[src/rtl/rf_write_arbiter.sv]
`default_nettype none
// ============================================================================
// Module   : rf_write_arbiter
// Purpose  : Two-source (ALU / LSU) FIFO-buffered arbiter for the single
//            register-file write port, with pending-write mask for hazards.
//            Optional macro RF_ARB_ROUND_ROBIN_EN: alternate grants on contention.
// Revision : 1.0 - initial release
// ============================================================================
module rf_write_arbiter #(
    parameter int DEPTH = 4,
    parameter int AW    = 5,
    parameter int DW    = 32
) (
    input  logic                 clk,
    input  logic                 rst,
    input  logic                 s0_valid,
    output logic                 s0_ready,
    input  logic [AW-1:0]        s0_addr,
    input  logic [DW-1:0]        s0_data,
    input  logic                 s1_valid,
    output logic                 s1_ready,
    input  logic [AW-1:0]        s1_addr,
    input  logic [DW-1:0]        s1_data,
    output logic                 rf_we,
    output logic [AW-1:0]        rf_waddr,
    output logic [DW-1:0]        rf_wdata,
    output logic [(2**AW)-1:0]   pend_mask,
    output logic                 idle
);
    localparam int PW = $clog2(DEPTH);
    localparam int CW = PW + 1;

    logic [AW-1:0] fifo_addr_q [2][DEPTH];
    logic [DW-1:0] fifo_data_q [2][DEPTH];
    logic [PW-1:0] wr_ptr_q [2];
    logic [PW-1:0] wr_ptr_d [2];
    logic [PW-1:0] rd_ptr_q [2];
    logic [PW-1:0] rd_ptr_d [2];
    logic [CW-1:0] count_q  [2];
    logic [CW-1:0] count_d  [2];

    logic          rf_we_q;
    logic [AW-1:0] rf_waddr_q;
    logic [DW-1:0] rf_wdata_q;

    logic [1:0]    in_valid;
    logic [AW-1:0] in_addr [2];
    logic [DW-1:0] in_data [2];
    logic [1:0]    ready;
    logic [1:0]    nonempty;
    logic [1:0]    push;
    logic [1:0]    grant;
    logic          head_sel;
    logic [PW-1:0] pend_off;

    assign in_valid   = {s1_valid, s0_valid};
    assign in_addr[0] = s0_addr;
    assign in_addr[1] = s1_addr;
    assign in_data[0] = s0_data;
    assign in_data[1] = s1_data;

    // x0 requests are handshaken normally but never reach the FIFO.
    always_comb begin
        for (int p = 0; p < 2; p++) begin
            ready[p]    = (count_q[p] != CW'(DEPTH));
            nonempty[p] = (count_q[p] != '0);
            push[p]     = in_valid[p] & ready[p] & (in_addr[p] != '0);
        end
    end

`ifdef RF_ARB_ROUND_ROBIN_EN
    logic last_grant_q;

    always_comb begin
        grant = nonempty;
        if (&nonempty) begin
            grant = last_grant_q ? 2'b01 : 2'b10;
        end
    end

    always_ff @(posedge clk or posedge rst) begin
        if (rst) begin
            last_grant_q <= 1'b0;
        end else if (&nonempty) begin
            last_grant_q <= grant[1];
        end
    end
`else
    always_comb begin
        grant = nonempty;
        if (&nonempty) begin
            grant = 2'b10;
        end
    end
`endif

    always_comb begin
        for (int p = 0; p < 2; p++) begin
            wr_ptr_d[p] = wr_ptr_q[p] + PW'(push[p]);
            rd_ptr_d[p] = rd_ptr_q[p] + PW'(grant[p]);
            count_d[p]  = count_q[p] + CW'(push[p]) - CW'(grant[p]);
        end
    end

    assign head_sel = grant[1];

    always_ff @(posedge clk or posedge rst) begin
        if (rst) begin
            for (int p = 0; p < 2; p++) begin
                wr_ptr_q[p] <= '0;
                rd_ptr_q[p] <= '0;
                count_q[p]  <= '0;
            end
            rf_we_q    <= 1'b0;
            rf_waddr_q <= '0;
            rf_wdata_q <= '0;
        end else begin
            for (int p = 0; p < 2; p++) begin
                wr_ptr_q[p] <= wr_ptr_d[p];
                rd_ptr_q[p] <= rd_ptr_d[p];
                count_q[p]  <= count_d[p];
            end
            rf_we_q <= |grant;
            if (|grant) begin
                rf_waddr_q <= fifo_addr_q[head_sel][rd_ptr_q[head_sel]];
                rf_wdata_q <= fifo_data_q[head_sel][rd_ptr_q[head_sel]];
            end
        end
    end

    // Storage needs no reset: occupancy alone decides which entries are live.
    always_ff @(posedge clk) begin
        for (int p = 0; p < 2; p++) begin
            if (push[p]) begin
                fifo_addr_q[p][wr_ptr_q[p]] <= in_addr[p];
                fifo_data_q[p][wr_ptr_q[p]] <= in_data[p];
            end
        end
    end

    always_comb begin
        pend_mask = '0;
        pend_off  = '0;
        for (int p = 0; p < 2; p++) begin
            for (int i = 0; i < DEPTH; i++) begin
                pend_off = PW'(i) - rd_ptr_q[p];
                if (CW'(pend_off) < count_q[p]) begin
                    pend_mask[fifo_addr_q[p][i]] = 1'b1;
                end
            end
        end
        if (rf_we_q) begin
            pend_mask[rf_waddr_q] = 1'b1;
        end
        pend_mask[0] = 1'b0;
    end

    assign s0_ready = ready[0];
    assign s1_ready = ready[1];
    assign rf_we    = rf_we_q;
    assign rf_waddr = rf_waddr_q;
    assign rf_wdata = rf_wdata_q;
    assign idle     = ~(|nonempty) & ~rf_we_q;

endmodule
`default_nettype wire
[config.mk]
export PLATFORM = sky130hd
export DESIGN_NAME = rf_write_arbiter
export DESIGN_NICKNAME = d
export VERILOG_FILES = /design/src/rtl/rf_write_arbiter.sv
export SDC_FILE = /design/constraint.sdc
export NUM_CORES = 1
export LEC_CHECK = 0
export BUFFER_PORTS_ARGS = -buffer_cell sky130_fd_sc_hd__buf_4
export CAP_MARGIN = 20
export CORE_MARGIN = 2
export CORE_UTILIZATION = 50
export DETAILED_ROUTE_END_ITERATION = 8
export PLACE_DENSITY = 0.79
export REMOVE_ABC_BUFFERS = 1
export SYNTH_ARGS = -nofsm -noshare
export SYNTH_HDL_FRONTEND = slang
export SYNTH_SLANG_ARGS = --single-unit
export TNS_END_PERCENT = 10
[constraint.sdc]
create_clock -name clk -period 4.85 [get_ports clk]
set_input_delay 0.2425 -clock clk [delete_from_list [all_inputs] [get_ports clk]]
set_output_delay 0.2425 -clock clk [all_outputs]
set_load 0.005 [all_outputs]
# Yosys cells after proc, flatten, opt, wreduce, memory -nomap -nowiden
# Memory sizes are Yosys's and may differ from the RTL's.
# Index checks and enable logic that the tools add are counted.
[totals] register_bits=52 mem_bits_rw=296 memories=2
[op_classes] addsub=16 magnitude_cmp=32 eq_ne=2 muxes=51 n_bitwise=19 reduce_logical=18
[memory_table] name="fifo_data_q" depth=2 word_bits=128 read_ports=1 rd_clocked_by_memory_dff=0 write_ports=2 line="34" source="logic [DW-1:0] fifo_data_q [2][DEPTH];"
[memory_table] name="fifo_addr_q" depth=2 word_bits=20 read_ports=3 rd_clocked_by_memory_dff=0 write_ports=2 line="33" source="logic [AW-1:0] fifo_addr_q [2][DEPTH];"
[ops] op="32-bit two-way mux" n=13
[ops] op="128-bit two-way mux" n=2
[ops] op="32-bit OR" n=8
[ops] op="32-bit demux with 2-bit select" n=2
[ops] op="32-bit binary-select mux with 2-bit select" n=1
[ops] op="5-bit by 6-bit less-than comparator with 1-bit output (second input constant)" n=9
[ops] op="1-bit demux with 5-bit select" n=9
[ops] op="5-bit by 1-bit greater-or-equal comparator with 1-bit output (second input constant)" n=9
[ops] op="20-bit two-way mux" n=2
[ops] op="2-bit by 3-bit less-than comparator with 1-bit output" n=8
[ops] op="5-bit demux with 2-bit select" n=2
[ops] op="5-bit two-way mux" n=4
[ops] op="1-bit logical AND" n=11
[ops] op="1-bit two-way mux" n=11
[ops] op="5-bit binary-select mux with 2-bit select" n=1
[ops] op="5-bit nonzero test" n=2
[ops] op="3-bit greater-or-equal comparator (second input constant)" n=3
[ops] op="2-bit NOT with 3-bit output" n=3
[ops] op="2-bit by 1-bit adder with 2-bit output" n=4
[ops] op="2-bit two-way mux" n=4
[ops] op="1-bit by 2-bit subtractor with 2-bit output (first input constant)" n=4
[ops] op="2-bit subtractor (first input constant)" n=4
[ops] op="3-bit by 1-bit adder with 3-bit output" n=2
[ops] op="3-bit by 1-bit less-than comparator with 1-bit output (second input constant)" n=2
[ops] op="other kinds (9)" n=18

# Depth between registers and ports, before layout
# An unclocked memory read counts as a cell.
[depth] ltp_word=22 mapped_depth=12

# Worst setup path after synthesis
# No wires, ideal clock.
[synth_timing] kind="reg2reg" from="register count_q[4] in the netlist's numbering" to="memory fifo_addr_q[0][10] in the netlist's numbering, enable pin" setup_ns=0.485 arrival_ns=3.563 required_ns=4.365 setup_slack_ns=0.801 stages_incl_launch_ff=5 period_less_slack_ns=4.049 cell_sequence="dfrtp_1 -> nor2_1 -> nand2_1 -> o211ai_2 -> nor3b_1"
[synth_rtl] item="start: declaration" line="39" source="logic [CW-1:0] count_q [2];"
[synth_rtl] item="start signal: indexed assignment" line="121" source="count_q[p] <= count_d[p];"
[synth_rtl] item="end: declaration" line="33"

# Final worst setup path
[layout_timing] from="register rd_ptr_q[1] in the netlist's numbering" to="output pend_mask[28]"
[layout_via] elab_chain_len=11 word_cells_on_any_way=17 classes_between="add/sub: 4; order compare: 4; mux: 5; bitwise: 4"
[layout_rtl] item="start: declaration" line="37" source="logic [PW-1:0] rd_ptr_q [2];"
[layout_rtl] item="start signal: indexed assignment" line="120" source="rd_ptr_q[p] <= rd_ptr_d[p];"
[layout_rtl] item="1-bit by 2-bit subtractor with 2-bit output" line="146" source="pend_off = PW'(i) - rd_ptr_q[p];"
[layout_rtl] item="2-bit by 3-bit less-than comparator with 1-bit output" line="147" source="if (CW'(pend_off) < count_q[p]) begin"
[layout_rtl] item="32-bit two-way mux" line="147"
[layout_rtl] item="32-bit OR (no source line)"
[layout_rtl] item="32-bit two-way mux" line="147"
[layout_rtl] item="32-bit OR (no source line)"
[layout_rtl] item="32-bit two-way mux" line="147"
[layout_rtl] item="32-bit OR (no source line)"
[layout_rtl] item="32-bit two-way mux (*)" line="147"
[layout_rtl] item="32-bit OR (no source line)"
[layout_rtl] item="32-bit two-way mux (*)" line="152" source="if (rf_we_q) begin"
[layout_rtl] item="end: declaration" line="27" source="output logic [(2**AW)-1:0] pend_mask,"
# Every way passes the cells marked *; elsewhere a longest branch is shown, timed or not.

==> flow_summary.toml <==
[status]
outcome = "finished clean"

[synthesis]
yosysSeqAreaShare_pct = 64.7
synth_top_cell_by_area = "edfxtp_1"
ys_warn_count = 0
synth_top_area_share_pct = 56.4
ys_types = 59
ys_ff_latch = 348
synthFlopType = "edfxtp_1"
syn_avg_cell_area_um2 = 14.7
ys_top_cells_by_area = "edfxtp_1 56%, mux4_2 8.4%, dfrtp_1 8.3%, nand2_1 2.1%, o22ai_1 2.1%"
async_flop_share_pct = 14.9
syn_inst = 1071
synth_edf_count = 296
syn_area_um2 = 15700

[placement]
port_buffers = 149
gp_congestion = 0.984
dp_hpwl_um = 32100
dpl_cell_area_um2 = 17300
dpl.cell_count = 1579

[cts]
path_clk_slew_ps = 60
cts_root_buf = "clkbuf_16"
worstSkewPairLatency_ps = 560
post-cts-setup-buffers = 0
cts-hold-fix-buffers = 75
cts_resized = 0
cts_tree = "built"
clock_sinks = 348
cts_buffers = 31
htreeDepth = 1
cts.path.max_buffers = 3

[timing]
rsz0062_at_grt = "no"
fin_crit_ps = 3920
final.period_utilization_pct = 80.8
setup_viol_count_final = 0
timing.hold.ws_ps = 165
fin_skew_ps = 22.0
drv_slew = 0
hold_violations = 0
worstMarginPinSlew_ps = 1030
tns_ps = 0
max_freq_mhz = 255
slew_headroom_pct = 31.2

[floorplanning]
io_pins = 151
rows = 64
core_um2 = 30800
dieArea_um2 = 32900
initial_utilization_pct = 51.1
die_h_um = 181
die_w_um = 181

[layout]
fill_cells = 2148
fin_cells = 1713
multi_input_area_um2 = 5230
n_antenna_cell = 0
regArea_um2 = 10200
drive_gt1_share_pct = 24.7
syn_to_final_growth_pct = 21.8
nNetsFinal = 1389
fin_area_um2 = 19200

[route]
vias = 11100
ant_nets = 0
via_per_inst = 6.48
dr.pass1.iters = 6
totalWireLength_um = 49300
post-route-drc-count = 0
drt_iter0_markers = 1214
wl_per_cell_um = 28.8

[global_routing]
antenna_found_initial = 0
grt_max_degree = 53
grt_remaining_overflow = 0
grt.total_usage_pct = 30.1
grt_first_pass_wirelength_um = 74100
grt_pass1_vias = 11500

[worst_setup_path]
critPathLaunchType = "register"
crit_fanout = 30
worst_ep_required_time_ps = 4610
cp.arrival_ps = 3680
crit_path_end_kind = "primary output"
worstSetupPathType = "reg -> out"

[min_path]
worst_hold_path_type = "in -> reg"

[pwr]
ir_drop_v = 0.000392
power.leakage_nw = 6.86
p_per_area_nw_per_um2 = 607
power_mw = 11.6

[flow_run]
maxCapViolations = 0
==> routing by layer <==
layer  wire (µm)  track usage, %  share of wire, %  vias to the layer above
li1            -               -                 -                     4712
met1       18500            37.9                37                     5582
met2       25100            52.9                51                      676
met3        3960            5.17               8.0                      133
met4        1780            10.5               3.6                        0
met5           0               0                 0                        -
==> power breakdown <==
group	total [mW]	internal (mW)	switching [mW]	leakage (nW)
registers	4.65	4.04	0.605	3.32
clock network	2.59	1.52	1.06	0.529
logic	4.41	1.87	2.54	3.02
==> area by class of cell <==
class / instances / area share [%]
Sequential cell: 348 / 53.2
Inverter: 27 / 0.528
Clock buffer: 42 / 4.52
Timing Repair Buffer: 246 / 10.8
Tap cell: 396 / 2.58
Multi-Input combinational cell: 639 / 27.2
Clock inverter: 15 / 1.16
==> placed cells by master, fill, tap and decap left out, types with 6 or more instances in the layout <==
master and n:
mux4_2 59, a21oi_1 17, nand3_1 28, dfrtp_1 48, buf_4 169, and3_1 6, clkbuf_1 6, nand2b_1 13
a221oi_1 33, a22oi_1 43, ha_1 16, dlygate4sd3_1 75, nand4_1 13, nor2_1 81, nor3_1 10, nor2b_1 8
inv_1 26, edfxtp_1 296, nand2_1 89, clkbuf_16 31, o22ai_1 52, nor3b_2 7, or3b_2 6, o2111ai_2 9
nand3b_1 16, nor3b_1 10, a211oi_1 18, o21ai_1 10, mux2i_1 25
==> critical path: stages (launching register included) <==
cell       delay [ps]
dfrtp_2           950
inv_1             150
ha_1              410
nand2b_4           80
o2111ai_1         610
o22ai_1           170
a211oi_1          420
nand3_1           150
buf_4             160
==> Yosys cell counts, types with 22 or more instances <==
cell type  number
mux2i_1        25
nor2_1         82
inv_1          27
edfxtp_1      296
o22ai_1        52
a221oi_1       33
mux4_2         59
nand2_1        89
nand3_1        28
dfrtp_1        52
clkbuf_1       22
a22oi_1        43
==> metrics by stage <==
step | setup WS (ps) | util, %
final | 931 | 62.2
after detailed placement | 1450 | 56.1
after global placement | 1520 | 56.1
after floorplan | 733 | -
after global routing | 847 | 62.2
after CTS | 1030 | 62.1
==> sequential cells by signal (all words and copies together), names as in the netlist <==
register and flops:
count_q 6, fifo_addr_q 40, fifo_data_q 256, rd_ptr_q 4, rf_waddr 5, rf_wdata 32, rf_we 1, wr_ptr_q 4
==> final timing paths <==
| kind | start | endpoint | slack, ps | cells past startpoint |
|---|---|---|---|---|
| setup reg to reg | count_q[2] | count_q[5] | 2050 | 10 |
| min in group asynchronous | rst | rf_wdata[19] | 480 | 4 |
| setup / recovery | rd_ptr_q[1] | pend_mask[28] | 930 | 8 |
| hold reg to reg | rf_wdata[30] | rf_wdata[30] | 480 | 2 |
| hold / removal | s1_valid | wr_ptr_q[0] | 170 | 4 |
| max in group asynchronous | rst | rd_ptr_q[2] | 3720 | 4 |
==> cell families after synthesis <==
group / after synthesis / synth area share (%)
compound gates: 202 / 9.71
xor+xnor: 10 / 0.556
fa+ha+maj: 18 / 1.53
buf+inv: 84 / 2.41
flops: 348 / 64.7
mux: 87 / 10.5
other cells: 1 / 0.0238
simple gates: 321 / 10.6
Note: power is estimated with default switching activity, not from simulation.
